`src/rtl/calculadora_datapath.sv`:
```
// calculadora_datapath: accumulator/output registers with signed add/sub ALU, sticky overflow, valid strobe and op counter.
// Optional SATURATE_EN macro clamps AcReg on overflow instead of wrapping.
module calculadora_datapath #(
    parameter int WIDTH     = 8,
    parameter int CNT_WIDTH = 8
) (
    input  logic                 clk,
    input  logic                 reset,
    input  logic [WIDTH-1:0]     entrada,
    input  logic                 load_AcReg,
    input  logic                 clr_AcReg,
    input  logic                 load_SaidaReg,
    input  logic                 clr_SaidaReg,
    input  logic                 Sel0,
    input  logic                 Sel1,
    output logic [WIDTH-1:0]     acumulador,
    output logic [WIDTH-1:0]     saida,
    output logic                 overflow,
    output logic                 saida_valid,
    output logic [CNT_WIDTH-1:0] op_count
);
    logic [WIDTH-1:0]     ac_q, ac_d, sa_q, sa_d;
    logic                 ovf_q, ovf_d, vld_q, vld_d;
    logic [CNT_WIDTH-1:0] cnt_q, cnt_d;
    logic [WIDTH:0]       sum, a_ext, e_ext;
    logic                 alu_ovf;
    logic [WIDTH-1:0]     alu_res;

    assign a_ext   = {ac_q[WIDTH-1], ac_q};
    assign e_ext   = {entrada[WIDTH-1], entrada};
    assign sum     = Sel0 ? a_ext - e_ext : a_ext + e_ext;
    // sign-extended result disagreeing with its truncated sign bit means it left the signed range
    assign alu_ovf = sum[WIDTH] ^ sum[WIDTH-1];
`ifdef SATURATE_EN
    assign alu_res = !alu_ovf ? sum[WIDTH-1:0] :
                     sum[WIDTH] ? {1'b1, {(WIDTH-1){1'b0}}} : {1'b0, {(WIDTH-1){1'b1}}};
`else
    assign alu_res = sum[WIDTH-1:0];
`endif

    always_comb begin
        ac_d  = ac_q;
        ovf_d = ovf_q;
        cnt_d = cnt_q;
        if (clr_AcReg) begin
            ac_d  = '0;
            ovf_d = 1'b0;
            cnt_d = '0;
        end else if (load_AcReg) begin
            ac_d  = alu_res;
            ovf_d = ovf_q | alu_ovf;
            cnt_d = (&cnt_q) ? cnt_q : cnt_q + CNT_WIDTH'(1);
        end
        // mux reads the pre-update accumulator: no bypass
        sa_d  = clr_SaidaReg ? '0 : load_SaidaReg ? (Sel1 ? entrada : ac_q) : sa_q;
        vld_d = load_SaidaReg & ~clr_SaidaReg;
    end

    always_ff @(posedge clk or posedge reset) begin
        if (reset) begin
            ac_q  <= '0;
            sa_q  <= '0;
            ovf_q <= 1'b0;
            vld_q <= 1'b0;
            cnt_q <= '0;
        end else begin
            ac_q  <= ac_d;
            sa_q  <= sa_d;
            ovf_q <= ovf_d;
            vld_q <= vld_d;
            cnt_q <= cnt_d;
        end
    end

    assign acumulador  = ac_q;
    assign saida       = sa_q;
    assign overflow    = ovf_q;
    assign saida_valid = vld_q;
    assign op_count    = cnt_q;
endmodule

```
`config.mk`:
```
export PLATFORM = sky130hd
export DESIGN_NAME = calculadora_datapath
export DESIGN_NICKNAME = d
export VERILOG_FILES = /design/src/rtl/calculadora_datapath.sv
export SDC_FILE = /design/constraint.sdc
export NUM_CORES = 1
export LEC_CHECK = 0
export ABC_CLOCK_PERIOD_IN_PS = 2990
export CORE_MARGIN = 1
export CORE_UTILIZATION = 35
export DETAILED_ROUTE_END_ITERATION = 10
export PLACE_DENSITY = 0.61
export RECOVER_POWER = 25
export SLEW_MARGIN = 40
export SYNTH_ARGS = -nofsm -noshare
export SYNTH_HDL_FRONTEND = slang
export SYNTH_SLANG_ARGS = --single-unit
```
`constraint.sdc`:
```
create_clock -name clk -period 2.99 [get_ports clk]
set_clock_uncertainty 0.05 [all_clocks]
set_input_delay 0.299 -clock clk [delete_from_list [all_inputs] [get_ports clk]]
set_output_delay 0.299 -clock clk [all_outputs]
set_load 0.02 [all_outputs]
```
==> impl_results.md <==
- Max Cap Violations: 0
- Top Layer Used: met4
- Antenna Cells: 0
- Largest net degree at the start of global routing: 27
- Die Wd: 73.5 microns
- Setup slack, reg-to-reg: 0.70 ns
- DR WL met3: 178 microns
- Clock buffer depth: 2
- Most frequent cells in the layout: clkdlybuf4s50_1 (40), nor2_1 (34), dfrtp_1 (26)
- R2R Path Start: acumulador[0]
- Arrival time of the worst setup path: 2.89 ns
- Routed wl met2: 1.99 mm
- Via/cell ratio: 4.93
- Iteration-0 DRC Markers: 35
- Tot GR Track Use: 16.9%
- Vias in the first global route: 1,514
- Post-DP Area: 2350 sq um
- FF-to-FF path depth: 9
- Hold buffers post-CTS: 0
- Clk pin slew, worst setup/hold paths: 0.09 ns
- CP bufs+invs: 2
- Critical path launch point: entrada[0]
- CTS sink count: 26
- CP Launch Type: primary input
- DR pass1 iterations: 4
- Min Hold Slack: 0.502 ns
- VDD IR max: 0.305 mV
- Crit-path max cell delay: 0.48 ns
- Mapped Avg Cell Area: 9.18 sq um
- Residual DRC: 0
- Setup Fix Bufs, Post-CTS: 0
- Num rows: 25
- Setup ws final: 0.211 ns
- WP depth: 11
- PostCTS Resize Cnt: 0
- Peak Freq: 360 MHz
- Antenna violations before repair: 0
- Cell area after synthesis: 1790 sq um
- Slew Viols, Final: 0
- H-Tree Depth: 1
- Final WL: 4.17 mm
- Seq/Total Area, Yosys: 36.3%
- # IOs: 42
- Core ar.: 4820 sq um
- Initial Util: 37.2%
- Share of cells above drive strength 1: 9.05%
- Critical Path RT: 3.10 ns
- Post-synth top flop: dfrtp_1
- PortBufs: 41
- Slew headroom: 2.55%
- Final nets: 272
- Cell count after synthesis: 195
- Hold Fails Final Rpt: 0
- YS warnings: 0
- Vias post-DR: 1,529
- Crit-path leading delay family: adder cells
- Status: complete, no violations
- Die ar.: 5410 sq um
- Area contributors post-synth: dfrtp_1 (36%), nor2_1 (7.1%), ha_1 (7.0%), mux2i_1 (6.1%), xnor2_1 (5.9%)
- Final setup vio count: 0
- Worst hold path class: reg2reg
- Syn_nets: 222
- CTS Buf Count: 3
- Largest fanout on the critical path: 2
- CTS tree: built
- Clk Latency, worst-skew pair: 0.26 ns
- Top cell type's share of synthesized area: 36.3%
- Largest area contributor in the netlist: dfrtp_1
- Commonest non-fill, non-tap cell in the layout: clkdlybuf4s50_1
- Final min period: 2.78 ns
- Worst-Margin Slew: 1.46 ns
- RSZ-0062 raised after global routing: no
- Crit path to: overflow
- Critical path type: in2reg
- Die H: 73.5 microns
- GPL Wtd Cong: 0.823
- #FFs+latches synth: 26
- Power per Cell Area: 485 nW/um^2
- Critical-path top delay cell: clkdlybuf4s50_1
- GRT overflow: 0
- Area growth from synthesis to layout: 33.1%
- Reg-to-reg endpoint: overflow
- Critical Path, Cell by Cell: clkdlybuf4s50_1 > inv_1 > ha_1 > mux2_2 > fa_1 > nand2b_1 > a21oi_2 > o41ai_4 > xor2_1 > nor3_1 > a221o_1
- Crit share post-route: 92.9%
- Leakage power: 1.04 nW
- Worst setup EP type: register
- Place WS: -0.0778 ns
- Antenna viol nets, final: 0
- Mean routed wirelength per cell: 13.5 microns
- Metal-1 WL: 1.97 mm
- Post-route cell area: 2380 sq um
- Global-route wire length before repair: 7.14 mm
- Async set-reset flop share out of synthesis: 100%
- Number of flops mapped to enable cells by yosys: 0
- DP HPWL: 3.11 mm
- Netlist cell types: 39
- Root buf cell: clkbuf_8
per-stage QoR:
stage / utilization (%) / cells / TNS [ns] / power (W)
floorplan: - / 195 / 0 / 0.000780
global placement: 48.7 / 307 / -0.0299 / 0.000966
detailed placement: 48.7 / 307 / -0.0778 / 0.000968
CTS: 49.6 / 310 / 0 / 0.00118
global route: 49.5 / 310 / 0 / 0.00125
finish: 49.5 / 310 / 0 / 0.00116
cell type report:
| class | instances | area (sq um) |
|---|---|---|
| multi-input combinational | 151 | 1070 |
| clock buffer | 3 | 41.3 |
| timing repair buffer | 54 | 504 |
| tap | 67 | 83.8 |
| inverter | 9 | 33.8 |
| fill | 494 | 2430 |
| sequential | 26 | 651 |
how the worst min path moves through the flow:
stage                start             to  slack [ns]  cells after the start
5_1_grt           saida[2]       saida[2]        0.53                      2
2_1_floorplan        reset  acumulador[0]        0.29                      1
4_1_cts              reset       saida[3]        0.35                      3
6_report          saida[2]       saida[2]        0.50                      2
3_3_place_gp      overflow       overflow        0.48                      1
3_5_place_dp   op_count[1]    op_count[1]        0.48                      2
tightest hold or removal path: stages (launching register included):
cell and delay (ns):
dfrtp_1 0.38, nor2_1 0.08, a211oi_1 0.05
sequential cells by signal, summed over array words and instances (netlist names):
signal	count
op_count	8
saida_valid	1
acumulador	8
overflow	1
saida	8
layer usage:
layer,vias up,global-route usage (%)
met5,-,0
met4,0,2.99
li1,777,-
met2,35,29.7
met1,713,22.0
met3,4,2.88
synth_stat cells (2+ instances only):
master	n
xnor2_1	12
nand4_1	2
mux2i_1	11
a21o_1	3
nand2_1	9
xor2_1	7
nor3_1	7
ha_1	10
nand2b_1	5
o22ai_1	2
o21ai_0	3
inv_1	9
nor2_1	34
clkbuf_1	6
nand3_1	3
a211oi_1	12
dfrtp_1	26
nor2b_1	2
a21oi_1	12
power by group:
group	switching, W	internal [W]	leakage, nW
clock	0.000106	0.0000902	0.0216
sequential	0.0000404	0.000389	0.346
combinational	0.000274	0.000256	0.674
logic make-up after synthesis:
logic type | Yosys count | share of synthesized area, %
compound gates | 41 | 17.2
fa+ha+maj | 11 | 8.11
simple gates | 68 | 18.4
buf+inv | 18 | 3.91
mux | 12 | 6.78
xor+xnor | 19 | 9.29
flops | 26 | 36.3
(Power assumes the default switching activity.)
